### src/rtl/cpu_ctrl_pkg.sv
// rtl/cpu_ctrl_pkg.sv - shared constants and state encoding for the port arbiter
package cpu_ctrl_pkg;

  localparam int N_REQ = 4;
  localparam int SEL_W = 2;

  typedef enum logic {
    ARB_IDLE  = 1'b0,
    ARB_GRANT = 1'b1
  } arb_state_t;

endpackage

### src/rtl/rr_pick.sv
// rtl/rr_pick.sv - combinational round-robin pick with optional single-index exclusion
module rr_pick
  import cpu_ctrl_pkg::*;
(
  input  logic [N_REQ-1:0] req,
  input  logic [SEL_W-1:0] ptr,
  input  logic             excl_en,
  input  logic [SEL_W-1:0] excl_idx,
  output logic             found,
  output logic [SEL_W-1:0] idx
);

  // Scan from ptr upward (mod 4); the first eligible set bit wins.
  always_comb begin
    found = 1'b0;
    idx   = ptr;
    for (int k = 0; k < N_REQ; k++) begin
      if (!found && req[ptr + SEL_W'(k)] &&
          !(excl_en && ((ptr + SEL_W'(k)) == excl_idx))) begin
        found = 1'b1;
        idx   = ptr + SEL_W'(k);
      end
    end
  end

endmodule

### src/rtl/rf_port_arbiter.sv
// rtl/rf_port_arbiter.sv - round-robin arbiter for the shared register-file write-address port
module rf_port_arbiter
  import cpu_ctrl_pkg::*;
#(
  parameter int W        = 3,
  parameter int MAX_HOLD = 4
) (
  input  logic             clk,
  input  logic             rst,
  input  logic [N_REQ-1:0] req,
  input  logic [W-1:0]     addr0,
  input  logic [W-1:0]     addr1,
  input  logic [W-1:0]     addr2,
  input  logic [W-1:0]     addr3,
  output logic [N_REQ-1:0] gnt,
  output logic [SEL_W-1:0] sel,
  output logic             valid,
  output logic [W-1:0]     addr_o
);

  localparam logic [3:0] MAX_HOLD_C = 4'(MAX_HOLD);

  arb_state_t       state, state_n;
  logic [SEL_W-1:0] owner, owner_n;
  logic [SEL_W-1:0] ptr, ptr_n;
  logic [3:0]       hold_cnt, hold_n;

  logic             excl_en;
  logic             found;
  logic [SEL_W-1:0] idx;
  logic             owner_req;
  logic             timeout;

  assign owner_req = req[owner];
  assign timeout   = (hold_cnt >= MAX_HOLD_C);
  // Only a timed-out owner that still wants the port is kept out of the scan.
  assign excl_en   = (state == ARB_GRANT) && owner_req && timeout;

  rr_pick u_pick (
    .req      (req),
    .ptr      (ptr),
    .excl_en  (excl_en),
    .excl_idx (owner),
    .found    (found),
    .idx      (idx)
  );

  // Next-state, ownership, pointer and tenure counter.
  always_comb begin
    state_n = state;
    owner_n = owner;
    ptr_n   = ptr;
    hold_n  = hold_cnt;
    case (state)
      ARB_IDLE: begin
        if (found) begin
          state_n = ARB_GRANT;
          owner_n = idx;
          ptr_n   = idx + SEL_W'(1);
          hold_n  = 4'd1;
        end
      end
      ARB_GRANT: begin
        if (owner_req && !timeout) begin
          hold_n = hold_cnt + 4'd1;
        end else if (owner_req) begin
          // Timeout: rotate if anyone else waits, otherwise restart the tenure.
          hold_n = 4'd1;
          if (found) begin
            owner_n = idx;
            ptr_n   = idx + SEL_W'(1);
          end
        end else if (found) begin
          owner_n = idx;
          ptr_n   = idx + SEL_W'(1);
          hold_n  = 4'd1;
        end else begin
          state_n = ARB_IDLE;
        end
      end
      default: state_n = ARB_IDLE;
    endcase
  end

  // State and registered outputs; sel keeps its last value while idle.
  always_ff @(posedge clk) begin
    if (rst) begin
      state    <= ARB_IDLE;
      owner    <= '0;
      ptr      <= '0;
      hold_cnt <= '0;
      gnt      <= '0;
      sel      <= '0;
      valid    <= 1'b0;
    end else begin
      state    <= state_n;
      owner    <= owner_n;
      ptr      <= ptr_n;
      hold_cnt <= hold_n;
      valid    <= (state_n == ARB_GRANT);
      if (state_n == ARB_GRANT) begin
        gnt <= N_REQ'(1) << owner_n;
        sel <= owner_n;
      end else begin
        gnt <= '0;
      end
    end
  end

  // Drive the selected requester's address onto the shared port.
  always_comb begin
    case (sel)
      2'd0:    addr_o = addr0;
      2'd1:    addr_o = addr1;
      2'd2:    addr_o = addr2;
      default: addr_o = addr3;
    endcase
  end

endmodule

### config.mk
export PLATFORM = sky130hd
export DESIGN_NAME = rf_port_arbiter
export DESIGN_NICKNAME = d
export VERILOG_FILES = /design/src/rtl/cpu_ctrl_pkg.sv /design/src/rtl/rr_pick.sv /design/src/rtl/rf_port_arbiter.sv
export SDC_FILE = /design/constraint.sdc
export NUM_CORES = 1
export LEC_CHECK = 0
export CAP_MARGIN = 25
export CORE_MARGIN = 2
export CORE_UTILIZATION = 30
export CTS_CLUSTER_DIAMETER = 150
export DETAILED_ROUTE_END_ITERATION = 16
export GPL_TIMING_DRIVEN = 0
export PLACE_DENSITY_LB_ADDON = 0.25
export SYNTH_ARGS = -nofsm -noshare
export SYNTH_HDL_FRONTEND = slang
export SYNTH_SLANG_ARGS = --single-unit
### constraint.sdc
create_clock -name clk -period 3.9 [get_ports clk]
set_clock_uncertainty 0.15 [all_clocks]
set_input_delay 0.78 -clock clk [delete_from_list [all_inputs] [get_ports clk]]
set_output_delay 0.78 -clock clk [all_outputs]
set_load 0.02 [all_outputs]
==> results of run 1 <==
worst paths after layout:
path	startpoint	depth (start not counted)	endpoint
max	addr0[0]	3	addr_o[0]
min	hold_cnt[0]	1	hold_cnt[0]
min reg2reg	hold_cnt[0]	1	hold_cnt[0]
max reg2reg	owner[0]	8	gnt[3]
worst reg2reg max path, cell delays in order (launching register included):
cell       delay (ps)
dfxtp_1           340
buf_6             160
mux2_4            330
o2bb2ai_4         150
a21oi_1           300
o21a_1            290
o22ai_2           120
a311oi_2          390
o22ai_1           190
cells by family after synthesis:
| group | count (synthesis) | share of synthesized area (%) |
|---|---|---|
| flops | 15 | 25.9 |
| simple gates | 45 | 17.9 |
| compound gates | 44 | 35.5 |
| buf+inv | 12 | 5.19 |
| xor+xnor | 3 | 2.27 |
| fa+ha+maj | 1 | 1.08 |
| mux | 8 | 12.1 |
layout make-up:
| class | count | area [sq um] |
|---|---|---|
| Inverter | 5 | 18.8 |
| Sequential cell | 15 | 300 |
| Timing Repair Buffer | 28 | 275 |
| Clock inverter | 1 | 5.00 |
| Multi-Input combinational cell | 101 | 797 |
| Fill cell | 399 | 2150 |
| Tap cell | 48 | 60.1 |
| Clock buffer | 3 | 41.3 |
| Buffer | 7 | 41.3 |
metal layers:
layer | vias to the layer above | part of all wire (%) | track usage (%)
met5 | - | 0 | 0
met2 | 67 | 51 | 27.4
met3 | 5 | 8.2 | 5.45
li1 | 566 | - | -
met4 | 0 | 1.2 | 7.65
met1 | 581 | 40 | 18.7
state kept, by name, indices dropped and copies added (netlist names):
name,flops
owner,2
state,1
hold_cnt,4
gnt,4
sel,2
ptr,2
through the flow:
stage / instance area (sq um) / total power [mW]
3_5_place_dp: 1490 / 0.986
5_1_grt: 1540 / 1.20
2_1_floorplan: 1160 / 0.779
3_3_place_gp: 1490 / 0.975
6_report: 1540 / 1.13
4_1_cts: 1540 / 1.12
cells in the final DEF (no fill, tap or decap), types with 2 or more instances in the layout:
cell type        instances
clkdlybuf4s50_1         27
dfxtp_1                 15
nand2_1                 12
nor2_1                  12
nor3_1                   8
inv_1                    5
o21ai_0                  5
mux4_2                   4
buf_2                    4
a21oi_1                  4
nand3_1                  3
a31oi_1                  3
clkbuf_8                 3
clkbuf_1                 2
nor4_1                   2
nor2b_1                  2
a2bb2oi_1                2
a211oi_1                 2
o21ai_2                  2
o211ai_1                 2
xor2_1                   2
o41ai_2                  2
nand4_1                  2
o21a_1                   2
o32ai_1                  2
a22oi_1                  2
o22ai_1                  2
where the power goes:
group	total, mW	internal (mW)	switching, mW	leakage [nW]
Sequential	0.235	0.202	0.0330	0.124
Clock	0.128	0.0709	0.0573	0.0255
Combinational	0.764	0.335	0.429	0.404
Total	1.13	0.608	0.520	0.553
==> flow_summary_export.csv, run 1 <==
group,metric,value,unit
placement,placed_cells,204,
timing,tns,0,ps
worst_setup_path,cp.buffers_inverters,2,
floorplanning,ios,28,
yosys,synth_top_area_share,25.9,%
floorplanning,die_w,66.1,um
worst_setup_path,critical-path-top-delay-family,"buffers and inverters",
worst_setup_path,crit_arrival,2210,ps
power,leakage,0.553,nW
clock_tree,clkLatencyLatePin,250,ps
drt,drtAntennaViolNets,0,
power,power_density,732,nW/um^2
grt,grt_max_degree,11,
worst_setup_path,cpPeakStageDelay,560,ps
final_layout,fin_util,41.7,%
timing,hold_ws,337,ps
placement,gp_congestion,0.804,
timing,relSlewSlack,42.8,%
timing,hold_viol_final,0,
worst_setup_path,criticalPathCategory,"in -> out",
timing,period_needed,3140,ps
clock_tree,cts-resized-gates,0,
grt,grt_usage,16.4,%
yosys,syn_nets,147,
clock_tree,cts-root-buf,"clkbuf_8",
yosys,synth_edf_count,0,
clock_tree,htree_levels,1,
yosys,yosys-top-cells-count,"15 x dfxtp_1, 12 x nand2_1, 12 x nor2_1, 8 x nor3_1",
worst_setup_path,cp-end-kind,"primary output",
floorplanning,die_y,66.1,um
worst_setup_path,ff2ff_setup_slack,1340,ps
yosys,ys_dominant_reg_cell,"dfxtp_1",
yosys,syn-instance-count,128,
worst_setup_path,setup.worst_path.start_class,"input pin",
timing,max_freq,0.318,GHz
yosys,ys_seq_elements,15,
clock_tree,holdBufCountCts,0,
grt,grt_pass1_vias,1164,
grt,grt_overflow,0,
worst_setup_path,required,2970,ps
flow_run,max_cap_viol_count,0,
worst_hold_path,hold_class,"reg -> reg",
clock_tree,cts_made_buffers,3,
clock_tree,max-clock-path-buffers,2,
grt,antenna_found_initial,0,
worst_setup_path,critical_path.max_fanout,1,
yosys,synth_area,1160,sq um
floorplanning,dieArea,4370,sq um
drt,drtIter0Drc,150,
grt,grt_pass1_wl,5440,um
drt,post_drt_wl_per_cell,15.8,um
worst_setup_path,worst_path_most_repeated_cell,"clkdlybuf4s50_1",
clock_tree,cts_sinks,15,
clock_tree,post-cts-setup-buffers,0,
final_layout,syn2layout_area_growth,33.0,%
outcome,status,"finished clean",
timing,tightest_slew,850,ps
worst_setup_path,path_cells,"clkdlybuf4s50_1, mux4_2, clkdlybuf4s50_1",
drt,via_per_inst,5.86,
clock_tree,clkSlewWorstSetupHoldPaths,60,ps
timing,post-route-period-util,80.6,%
final_layout,fin_nets,180,
worst_setup_path,critPathSlowestCell,"clkdlybuf4s50_1",
placement,portBuffers,27,
yosys,avgSynthCellArea,9.04,sq um
power,ir_drop,0.000235,V
timing,rsz0062_at_grt,"no",
placement,dp_slack,576,ps
floorplanning,rows,22,
timing,slew_violations,0,
final_layout,drive_above_1_share,18.8,%
yosys,async_flop_share,0,%
drt,drc,0,
clock_tree,cts_tree,"built",
placement,place_hpwl,2490,um
timing,setup_viol,0,
timing,worst_slack,758,ps
floorplanning,core_area,3690,sq um
yosys,yosysUniqueCellTypes,51,
drt,wirelength,3280,um
yosys,yosys.area.top_type,"dfxtp_1",
floorplanning,start_util,31.4,%
yosys,synth_area_leaders,"dfxtp_1 26%, mux4_2 7.8%, nand2_1 3.9%, nor2_1 3.9%, nor3_1 3.5%",
yosys,seq_area_frac_synth,25.9,%
yosys,ys_warn_count,0,
yosys,synth.most_common_cell,"dfxtp_1",
drt,via_count,1219,
drt,first_pass_iters,5,
final_layout,layoutNonFillerInstCount,208,
final_layout,insertedDiodeCount,0,
No activity file was read; power rests on OpenSTA's default activity.
==> run 2: changes to the inputs <==
clock period = 2.97 ns   (was 3.9 ns; I/O delays follow)
==> flow_summary_export.csv, run 2 (synthesized netlist as in run 1, its figures left out) <==
group,metric,value,unit
drt,via_count,1190,
worst_setup_path,setup.worst_path.start_class,"input pin",
floorplanning,die_y,66.1,um
drt,via_per_inst,5.72,
floorplanning,rows,22,
grt,grt_pass1_vias,1164,
clock_tree,cts_tree,"built",
worst_setup_path,critPathSlowestCell,"clkdlybuf4s50_1",
worst_hold_path,holdPathStages,1,
final_layout,fin_util,42.6,%
outcome,status,"finished clean",
clock_tree,htree_levels,1,
worst_setup_path,r2r-end,"gnt[0]",
power,power_density,971,nW/um^2
timing,hold_viol_final,0,
power,p_total,1.53,mW
worst_hold_path,hp-start,"hold_cnt[0]",
power,leakage,0.560,nW
grt,antenna_found_initial,0,
final_layout,final_cell_mix,"27 x clkdlybuf4s50_1, 15 x dfxtp_1, 12 x nand2_1, 12 x nor2_1, 8 x nor3_1",
placement,dp_slack,-168,ps
timing,period_needed,2860,ps
clock_tree,clkSlewWorstSetupHoldPaths,60,ps
grt,grt_overflow,0,
worst_setup_path,r2r_cells,8,
clock_tree,holdBufCountCts,0,
worst_setup_path,crit_arrival,2870,ps
worst_setup_path,ff2ff_setup_slack,490,ps
worst_setup_path,criticalPathCategory,"in -> reg",
grt,grt_max_degree,11,
final_layout,drive_above_1_share,20.0,%
final_layout,layoutNonFillerInstCount,208,
floorplanning,core_area,3690,sq um
placement,gp_congestion,0.804,
worst_setup_path,cp-end-kind,"flip-flop",
drt,drc,0,
clock_tree,clkLatencyLatePin,250,ps
worst_hold_path,hold_path_end,"hold_cnt[0]",
worst_setup_path,cpPeakStageDelay,520,ps
worst_setup_path,path_cells,"clkdlybuf4s50_1, mux2_4, o2bb2ai_4, a21oi_2, o21a_1, o22ai_2, a311o_1, o32ai_2",
drt,wirelength,3280,um
timing,tns,0,ps
final_layout,reg_top3,"gnt x4, hold_cnt x4",
placement,portBuffers,27,
clock_tree,cts_sinks,15,
final_layout,fin_nets,180,
clock_tree,cts-root-buf,"clkbuf_8",
clock_tree,max-clock-path-buffers,2,
floorplanning,start_util,31.4,%
worst_setup_path,r2r-start,"owner[0]",
worst_setup_path,cp.buffers_inverters,1,
clock_tree,cts_made_buffers,3,
final_layout,syn2layout_area_growth,35.8,%
placement,placed_cells,204,
worst_setup_path,critical-path-top-delay-family,"compound AO/OA/AOI/OAI gates",
worst_setup_path,critical_path.max_fanout,6,
timing,setup_viol,0,
timing,rsz0062_at_grt,"no",
timing,relSlewSlack,43.0,%
worst_setup_path,required,2980,ps
clock_tree,cts-resized-gates,0,
timing,worst_slack,112,ps
drt,post_drt_wl_per_cell,15.8,um
floorplanning,dieArea,4370,sq um
worst_hold_path,hold_class,"reg -> reg",
placement,place_hpwl,2490,um
drt,first_pass_iters,5,
final_layout,layout_commonest_cell,"clkdlybuf4s50_1",
drt,drtAntennaViolNets,0,
timing,max_freq,0.350,GHz
timing,tightest_slew,847,ps
grt,grt_usage,16.4,%
flow_run,max_cap_viol_count,0,
worst_setup_path,cp-startpoint,"req[0]",
floorplanning,ios,28,
drt,drtIter0Drc,125,
final_layout,insertedDiodeCount,0,
power,ir_drop,0.000308,V
grt,grt_pass1_wl,5440,um
floorplanning,die_w,66.1,um
timing,slew_violations,0,
clock_tree,post-cts-setup-buffers,0,
timing,post-route-period-util,96.2,%
## run 2: per-layer routing
metal  global-route usage [%]  part of all wire (%)  vias to the layer above  wire (um)
met5                        0                     0                        -          0
met4                     7.65                   1.2                        0         40
met3                     5.45                   7.9                        5        260
met2                     27.4                    50                       58       1650
met1                     18.7                    40                      562       1330
li1                         -                     -                      565          -
## run 2: through the flow
stage	instance area, sq um	hold WS, ps
after floorplan	1160	294
after global placement	1490	306
after detailed placement	1490	323
after CTS	1540	338
after global routing	1570	376
final	1570	337
## run 2: where the power goes
group	internal, mW	leakage, nW	switching (mW)	total [mW]
Combinational	0.460	0.411	0.590	1.05
Sequential	0.265	0.124	0.0433	0.309
Clock	0.0931	0.0255	0.0749	0.168
## run 2: worst max-delay path by stage
stage / cells past startpoint / slack, ps / to
global route: 8 / 20 / gnt[0]
CTS: 8 / 90 / gnt[3]
finish: 8 / 110 / gnt[0]
global placement: 8 / -150 / sel[1]
floorplan: 7 / 650 / gnt[0]
detailed placement: 8 / -170 / gnt[0]
## run 2: final cells by class
cell class | count | area [sq um]
fillers | 390 | 2120
multi-input cells | 101 | 830
flip-flops and latches | 15 | 300
repair buffers | 28 | 275
well taps | 48 | 60.1
clock buffers | 3 | 41.3
plain buffers | 7 | 41.3
inverters | 5 | 18.8
clock inverters | 1 | 5.00
==> run 3: changes to the inputs <==
CTS_CLUSTER_SIZE = 28   (was default)
==> results of run 3 <==
Same layout as run 2: the final DEF is identical, and so are final timing and power.
